===== config.mk =====
export PLATFORM = sky130hd
export DESIGN_NAME = ifu_fetch_flat
export DESIGN_NICKNAME = d
export VERILOG_FILES = /design/src/rtl/ifu_fetch_if.sv /design/src/rtl/ifu_fetch.sv /design/src/flat_wrapper.sv
export SDC_FILE = /design/constraint.sdc
export NUM_CORES = 1
export LEC_CHECK = 0
export ABC_CLOCK_PERIOD_IN_PS = 6100
export BUFFER_PORTS_ARGS = -buffer_cell sky130_fd_sc_hd__buf_2
export CAP_MARGIN = 20
export CORE_MARGIN = 3
export CORE_UTILIZATION = 52
export DETAILED_ROUTE_END_ITERATION = 7
export PLACE_DENSITY = 0.85
export SLEW_MARGIN = 20
export SYNTH_ARGS = -nofsm -noshare
export SYNTH_HDL_FRONTEND = slang
export SYNTH_SLANG_ARGS = --single-unit

===== constraint.sdc =====
create_clock -name clk -period 6.1 [get_ports clk]
set_clock_uncertainty 0.15 [all_clocks]
set_input_delay 1.22 -clock clk [delete_from_list [all_inputs] [get_ports clk]]
set_output_delay 1.22 -clock clk [all_outputs]
set_load 0.01 [all_outputs]

===== src/rtl/ifu_fetch_if.sv =====
// Instruction-memory request/response bus between the fetch stage (master)
// and the instruction memory (slave). One outstanding request at a time.
interface ifu_fetch_if #(
    parameter int unsigned AW = 64,
    parameter int unsigned DW = 64
);
    logic          imem_req;
    logic [AW-1:0] imem_addr;
    logic          imem_gnt;
    logic          imem_rvalid;
    logic [DW-1:0] imem_rdata;
    logic          imem_err;

    modport master (
        output imem_req,
        output imem_addr,
        input  imem_gnt,
        input  imem_rvalid,
        input  imem_rdata,
        input  imem_err
    );

    modport slave (
        input  imem_req,
        input  imem_addr,
        output imem_gnt,
        output imem_rvalid,
        output imem_rdata,
        output imem_err
    );
endinterface


===== src/rtl/ifu_fetch.sv =====
// Instruction fetch stage: one request in flight, extracts a 32-bit word from a
// 64-bit memory beat and hands it to decode over a valid/ready handshake.
module ifu_fetch #(
    parameter int unsigned AW    = 64,
    parameter int unsigned DW    = 64,
    parameter int unsigned IW    = 32,
    parameter int unsigned CNT_W = 32
) (
    input  logic             clk,
    input  logic             rst,
    input  logic [AW-1:0]    i_pc,
    output logic             o_pc_adv,
    input  logic             i_flush,
    ifu_fetch_if.master      io_imem,
    output logic             o_inst_vld,
    output logic [IW-1:0]    o_inst,
    output logic [AW-1:0]    o_inst_pc,
    output logic [1:0]       o_inst_fault,
    input  logic             i_inst_rdy,
    output logic [CNT_W-1:0] o_fetch_cnt
);

    typedef enum logic [1:0] {StIdle, StReq, StWait, StHold} state_e;

    localparam logic [1:0] FaultNone     = 2'b00;
    localparam logic [1:0] FaultMisalign = 2'b01;
    localparam logic [1:0] FaultBus      = 2'b10;

    state_e           r_state;
    logic             r_drop;
    logic [AW-1:0]    r_fetch_pc;
    logic [IW-1:0]    r_inst;
    logic [AW-1:0]    r_inst_pc;
    logic [1:0]       r_inst_fault;
    logic [CNT_W-1:0] r_fetch_cnt;

    state_e           w_state_nxt;
    logic             w_drop_nxt;
    logic             w_req;
    logic             w_pc_adv;
    logic             w_cnt_inc;
    logic             w_latch_pc;
    logic             w_load;
    logic [IW-1:0]    w_load_inst;
    logic [AW-1:0]    w_load_pc;
    logic [1:0]       w_load_fault;

    always_comb begin
        w_state_nxt  = r_state;
        w_drop_nxt   = r_drop;
        w_req        = 1'b0;
        w_pc_adv     = 1'b0;
        w_cnt_inc    = 1'b0;
        w_latch_pc   = 1'b0;
        w_load       = 1'b0;
        w_load_inst  = '0;
        w_load_pc    = '0;
        w_load_fault = FaultNone;

        unique case (r_state)
            StIdle: w_state_nxt = StReq;

            StReq: begin
                if (i_flush) begin
                    // A grant racing the flush still yields a response that must be eaten.
                    if (io_imem.imem_gnt) begin
                        w_state_nxt = StWait;
                        w_drop_nxt  = 1'b1;
                    end
                end else if (i_pc[1:0] != 2'b00) begin
                    w_load       = 1'b1;
                    w_load_pc    = i_pc;
                    w_load_fault = FaultMisalign;
                    w_state_nxt  = StHold;
                end else begin
                    w_req      = 1'b1;
                    w_latch_pc = 1'b1;
                    if (io_imem.imem_gnt) begin
                        w_state_nxt = StWait;
                        w_drop_nxt  = 1'b0;
                    end
                end
            end

            StWait: begin
                if (io_imem.imem_rvalid) begin
                    if (i_flush || r_drop) begin
                        w_state_nxt = StReq;
                        w_drop_nxt  = 1'b0;
                    end else begin
                        w_load      = 1'b1;
                        w_load_pc   = r_fetch_pc;
                        w_state_nxt = StHold;
                        if (io_imem.imem_err) begin
                            w_load_fault = FaultBus;
                        end else begin
                            w_load_inst = r_fetch_pc[2] ? io_imem.imem_rdata[2*IW-1:IW]
                                                        : io_imem.imem_rdata[IW-1:0];
                        end
                    end
                end else if (i_flush) begin
                    w_drop_nxt = 1'b1;
                end
            end

            StHold: begin
                if (i_flush) begin
                    w_state_nxt = StReq;
                end else if (i_inst_rdy) begin
                    w_pc_adv    = 1'b1;
                    w_cnt_inc   = 1'b1;
                    w_state_nxt = StReq;
                end
            end

            default: w_state_nxt = StIdle;
        endcase
    end

    always_ff @(posedge clk) begin
        if (rst) begin
            r_state      <= StIdle;
            r_drop       <= 1'b0;
            r_fetch_pc   <= '0;
            r_inst       <= '0;
            r_inst_pc    <= '0;
            r_inst_fault <= FaultNone;
            r_fetch_cnt  <= '0;
        end else begin
            r_state <= w_state_nxt;
            r_drop  <= w_drop_nxt;
            if (w_latch_pc) begin
                r_fetch_pc <= i_pc;
            end
            if (w_load) begin
                r_inst       <= w_load_inst;
                r_inst_pc    <= w_load_pc;
                r_inst_fault <= w_load_fault;
            end
            if (w_cnt_inc) begin
                r_fetch_cnt <= r_fetch_cnt + 1'b1;
            end
        end
    end

    assign io_imem.imem_req  = w_req;
    assign io_imem.imem_addr = w_req ? {i_pc[AW-1:3], 3'b000} : '0;

    assign o_pc_adv     = w_pc_adv;
    assign o_inst_vld   = (r_state == StHold);
    assign o_inst       = r_inst;
    assign o_inst_pc    = r_inst_pc;
    assign o_inst_fault = r_inst_fault;
    assign o_fetch_cnt  = r_fetch_cnt;

endmodule


===== src/flat_wrapper.sv =====
// flat-port wrapper written by rule: the top's interface ports become plain ports
module ifu_fetch_flat 
#(
    parameter int unsigned AW    = 64,
    parameter int unsigned DW    = 64,
    parameter int unsigned IW    = 32,
    parameter int unsigned CNT_W = 32
)
  (clk, rst, i_pc, o_pc_adv, i_flush, o_inst_vld, o_inst, o_inst_pc, o_inst_fault, i_inst_rdy, o_fetch_cnt, io_imem_imem_req, io_imem_imem_addr, io_imem_imem_gnt, io_imem_imem_rvalid, io_imem_imem_rdata, io_imem_imem_err);
  ifu_fetch_if #(.AW(AW), .DW(DW)) io_imem_i ();
  input  logic clk;
  input  logic rst;
  input  logic [AW-1:0] i_pc;
  output logic o_pc_adv;
  input  logic i_flush;
  output logic o_inst_vld;
  output logic [IW-1:0] o_inst;
  output logic [AW-1:0] o_inst_pc;
  output logic [1:0] o_inst_fault;
  input  logic i_inst_rdy;
  output logic [CNT_W-1:0] o_fetch_cnt;
  output wire logic [$bits(io_imem_i.imem_req)-1:0] io_imem_imem_req;
  output wire logic [$bits(io_imem_i.imem_addr)-1:0] io_imem_imem_addr;
  input wire logic [$bits(io_imem_i.imem_gnt)-1:0] io_imem_imem_gnt;
  input wire logic [$bits(io_imem_i.imem_rvalid)-1:0] io_imem_imem_rvalid;
  input wire logic [$bits(io_imem_i.imem_rdata)-1:0] io_imem_imem_rdata;
  input wire logic [$bits(io_imem_i.imem_err)-1:0] io_imem_imem_err;
  assign io_imem_imem_req = io_imem_i.imem_req;
  assign io_imem_imem_addr = io_imem_i.imem_addr;
  assign io_imem_i.imem_gnt = io_imem_imem_gnt;
  assign io_imem_i.imem_rvalid = io_imem_imem_rvalid;
  assign io_imem_i.imem_rdata = io_imem_imem_rdata;
  assign io_imem_i.imem_err = io_imem_imem_err;
  ifu_fetch #(.AW(AW), .DW(DW), .IW(IW), .CNT_W(CNT_W)) u_core (.clk(clk), .rst(rst), .i_pc(i_pc), .o_pc_adv(o_pc_adv), .i_flush(i_flush), .io_imem(io_imem_i), .o_inst_vld(o_inst_vld), .o_inst(o_inst), .o_inst_pc(o_inst_pc), .o_inst_fault(o_inst_fault), .i_inst_rdy(i_inst_rdy), .o_fetch_cnt(o_fetch_cnt));
endmodule

# Word-level counts from Yosys, hierarchy flattened
# Index checks and enable logic that the tools add are counted.
# totals
regBits	197
inputBits	135
out_inout_bits	197
elab_cells	67
# op_classes
add_sub_neg	1
n_eq_ne	9
n_mux	44
reduce_logical	6
# op_table
cell	n
two-way mux 64 bit	5
two-way mux 32 bit	5
case mux 64 bit (2 select lines)	1
adder 32 x 1 -> 32 bit (second input constant)	1
two-way mux 2 bit	11
two-way mux 1 bit	18
case mux 2 bit (4 select lines)	1
!= test 3 x 2 -> 1 bit (second input constant)	2
!= test 3 bit (second input constant)	2
AND reduction 5 bit	1
equality test 2 bit (second input constant)	2
!= test 2 bit (second input constant)	2
case mux 1 bit (2 select lines)	2
case mux 2 bit (2 select lines)	1
nonzero test 2 bit	2
equality test 2 x 1 -> 1 bit (second input constant)	1
zero test 2 bit	1
AND reduction 2 bit	1
logical OR 1 bit	1

# Logic depth before layout (Yosys ltp)
# depth
depth_word	5
depth_mapped	9
mapped_depth_nobuf	7

# Worst setup path before layout
# OpenSTA, ideal clock, no wires.
# synth_timing
path_kind	input to output
startpoint	input i_flush
endpoint	output io_imem_imem_addr[27]
arrival_time_ns	2.555
required_ns	4.730
slack_ns	2.175
cell_stages	8
n_path_buf	3
cell_sequence	clkbuf_1 > nor2b_1 > nand2_1 > inv_1 > clkbuf_1 > buf_1 > nand2_1 > inv_1
# synth_via
elab_chain_cells	3
# synth_lines
element	line_no	text
from (decl)	flat_wrapper.sv:15	input logic i_flush;
two-way mux 1 bit	ifu_fetch.sv:64	if (i_flush) begin
two-way mux 1 bit	ifu_fetch.sv:60	unique case (r_state)
two-way mux 64 bit	ifu_fetch.sv:147	assign io_imem.imem_addr = w_req ? {i_pc[AW-1:3], 3'b000} : '0;
to (decl)	flat_wrapper.sv:23	output wire logic [$bits(io_imem_i.imem_addr)-1:0] io_imem_imem_addr;
# Every way passes these cells.

# Worst setup path in the final report
# layout_timing
startpoint	input i_pc[0]
endpoint	output io_imem_imem_addr[42]
# layout_via
elab_chain_cells	5
# layout_lines
element	line_no	text
from (decl)	flat_wrapper.sv:13	input logic [AW-1:0] i_pc;
nonzero test 2 bit	ifu_fetch.sv:70	end else if (i_pc[1:0] != 2'b00) begin
two-way mux 1 bit	ifu_fetch.sv:70	
two-way mux 1 bit	ifu_fetch.sv:64	
two-way mux 1 bit	ifu_fetch.sv:60	
two-way mux 64 bit	ifu_fetch.sv:147	
# Every way passes these cells.

==> flow_summary.toml <==
[synthesis]
async_flop_share = 0
ys_types = 47
synth_top_cells_by_area = "dfxtp_1 47%, a21oi_1 8.9%, nand2_1 6.3%"
synth_seq_area_share = 0.472
yosys_warnings = 0
synth_common_cells = "197 x dfxtp_1, 148 x a21oi_1, 140 x nand2_1"
yosysMostFrequentCell = "dfxtp_1"
synth_area_sq_um = 8350
syn-mean-instance-area_sq_um = 8.28
syn_inst = 1008
synth_area_leader_cell = "dfxtp_1"
synth_edf_count = 0
synthFlopType = "dfxtp_1"
ys_ff_latch = 197
synth_top_area_share = 0.472

[cts]
clk_pin_slew_ns = 0.07
cts_hold_buf = 0
cts.htree.levels = 4
clock_path_buffers = 2
clock_sinks = 197
root_buffer = "clkbuf_16"
cts_made_buffers = 17
cts-resized-gates = 0
clock_latency_ns = 0.42
cts_setup_buffers = 0
cts_tree = "done"

[floorplanning]
die-area_sq_um = 17600
row_count = 45
dieWidth_um = 133
die_h_um = 133
core_sq_um = 15400
start_util = 0.541
io_pins = 332

[cells_and_area]
fin_cells = 1499
nFillCells = 1271
multi_input_area_sq_um = 3810
nets = 1418
final-seq-area_sq_um = 3940
diodes = 0
drive_gt1_frac = 0.321
syn_to_final_growth_pct = 27.5

[critical_path]
cp_common_cell = "buf_2"
end_kind = "output port"
cp_num_buf_inv = 5
setup.worst_path.end = "io_imem_imem_addr[42]"
cp_max_fo = 48
path_cells = "buf_2 -> nor2_1 -> nand2_2 -> inv_2 -> buf_4 -> nand2_1 -> inv_1 -> buf_2"
ff2ff_setup_slack_ns = 3.41
r2r-start = "u_core.r_state[1]$_SDFFE_PP0P_"
crit_cells = 8
startpoint = "i_pc[0]"
slowest_delay_ns = 0.68
cp_data_arrival_time_ns = 3.05
reg2reg_depth = 5
critPathLaunchType = "input port"
reg2reg_to = "u_core.o_fetch_cnt[31]$_SDFFE_PP0P_"
crit_type = "input port to output port"
slowest_stage = "inv_2"
worstPathRequired_ns = 4.73
critPathTopFamily = "buffers and inverters"

[pwr]
intPower_mw = 2.09
powerDensity_nw_per_um2 = 257
peakVddDrop_v = 0.000209
p_sw_frac = 0.236
p_leak_nw = 4.96
combPwrFrac = 0.092
p_sw_mw = 0.645
seq_power_share = 0.488
pwr-share-clk = 0.420

[sta]
slew_violations = 0
fmax_mhz = 226
setup_slack_ns = 1.68
tns_ns = 0
setup_viol = 0
fin_crit_sh = 0.724
relSlewSlack = 0.265
hold_slack_ns = 0.305
layout_min_cycle_time_ns = 4.42
tightest_slew_ns = 1.10
finalHoldViolCount = 0
rsz0062_at_grt = "no"

[run_status]
status = "completed"

[global_routing]
grt_first_pass_wirelength_um = 39500
grt_max_degree = 138
overflow = 0
antenna_found_initial = 0
grt_pass1_vias = 7958
grt.total_usage = 0.270

[placement]
dp_hpwl_um = 16700
portBuffers = 328
dpl_worst_slack_ns = 1.66
dp.cells = 1468
place.gp.congestion = 0.862

[routing]
drt-vias-per-instance = 5.75
drt_iter0_drc = 692
vias = 8622
drt-total-wl_um = 24900
route.detailed.drc = 0
wl_per_cell_um = 16.6
dr.pass1.iters = 7
antenna_left = 0

[job]
maxCapViolations = 0

[hold_path]
hp-class = "flop to flop"
==> power groups by stage <==
stage	registers [mW]	clock network (mW)	logic, mW
finish	1.33	1.15	0.253
global route	1.34	1.21	0.278
CTS	1.33	1.16	0.252
detailed placement	1.36	0	0.250
global placement	1.36	0	0.245
floorplan	1.37	0	0.132
==> registers in the layout (all words and copies together) (netlist names) <==
signal / flops
u_core.o_fetch_cnt: 32
u_core.o_inst: 32
u_core.o_inst_fault: 2
u_core.o_inst_pc: 64
u_core.r_drop: 1
u_core.r_fetch_pc: 64
u_core.r_state: 2
==> layout make-up <==
| cell class | instances | share of cell area |
|---|---|---|
| Multi-Input combinational cell | 652 | 0.358 |
| Clock buffer | 21 | 0.0442 |
| Inverter | 72 | 0.0254 |
| Sequential cell | 197 | 0.371 |
| Tap cell | 211 | 0.0248 |
| Clock inverter | 8 | 0.0118 |
| Timing Repair Buffer | 338 | 0.165 |
==> worst min-delay path by stage <==
stage | slack (ns) | startpoint | endpoint | cells after the start
after global placement | 0.29 | u_core.r_fetch_pc[5]$_SDFFE_PP0P_ | u_core.r_fetch_pc[5]$_SDFFE_PP0P_ | 2
final | 0.31 | u_core.r_fetch_pc[51]$_SDFFE_PP0P_ | u_core.r_fetch_pc[51]$_SDFFE_PP0P_ | 2
after detailed placement | 0.30 | u_core.r_fetch_pc[24]$_SDFFE_PP0P_ | u_core.r_fetch_pc[24]$_SDFFE_PP0P_ | 2
after CTS | 0.31 | u_core.r_fetch_pc[24]$_SDFFE_PP0P_ | u_core.r_fetch_pc[24]$_SDFFE_PP0P_ | 2
after floorplan | 0.29 | u_core.r_fetch_pc[62]$_SDFFE_PP0P_ | u_core.r_fetch_pc[62]$_SDFFE_PP0P_ | 2
after global routing | 0.33 | u_core.r_fetch_pc[32]$_SDFFE_PP0P_ | u_core.r_fetch_pc[32]$_SDFFE_PP0P_ | 2
==> logic make-up (layout without fill, tap and decap cells) <==
family                   after synthesis  in the layout  share of synthesized area
AND/OR/NAND/NOR                      327            327                      0.183
AO/OA/AOI/OAI                        273            273                      0.205
flip-flops                           197            197                      0.472
buffers and inverters                161            439                     0.0751
multiplexers                          34             34                     0.0459
XOR/XNOR                              10             10                     0.0105
adder cells (fa/ha/maj)                5              5                    0.00749
other                                  1              3                   0.000449
==> stage by stage <==
| stage | instance area [sq um] | power, mW | util |
|---|---|---|---|
| after floorplan | 8360 | 1.50 | - |
| after global placement | 10000 | 1.61 | 0.648 |
| after detailed placement | 10000 | 1.61 | 0.648 |
| after CTS | 10600 | 2.75 | 0.687 |
| after global routing | 10600 | 2.83 | 0.690 |
| final | 10600 | 2.73 | 0.690 |
==> routing by layer <==
metal	GRT usage	routed length (um)	vias to the layer above
met1	0.335	9710	4059
li1	-	-	4075
met2	0.455	12200	432
met4	0.0901	673	0
met3	0.0738	2320	56
met5	0	0	-
==> cell usage in the layout (no fill, tap or decap), drive strengths merged, types with 6 or more instances in the layout <==
cell and count:
dfxtp 197, inv 72, nand2 140, nor2 48, xor2 6, clkbuf 21, o21ai 8, a32oi 32
o31ai 15, or3 8, nor3 12, or4 16, a22oi 61, mux2 34, nand3 72, a21oi 148
buf 338, nand4 8
==> worst min-delay path, delay by kind of cell, from the launching register on <==
kind            cells  cell delay (ns)
simple gates        1             0.05
flops               1             0.31
compound gates      1             0.05
Note: power is estimated with default switching activity, not from simulation.
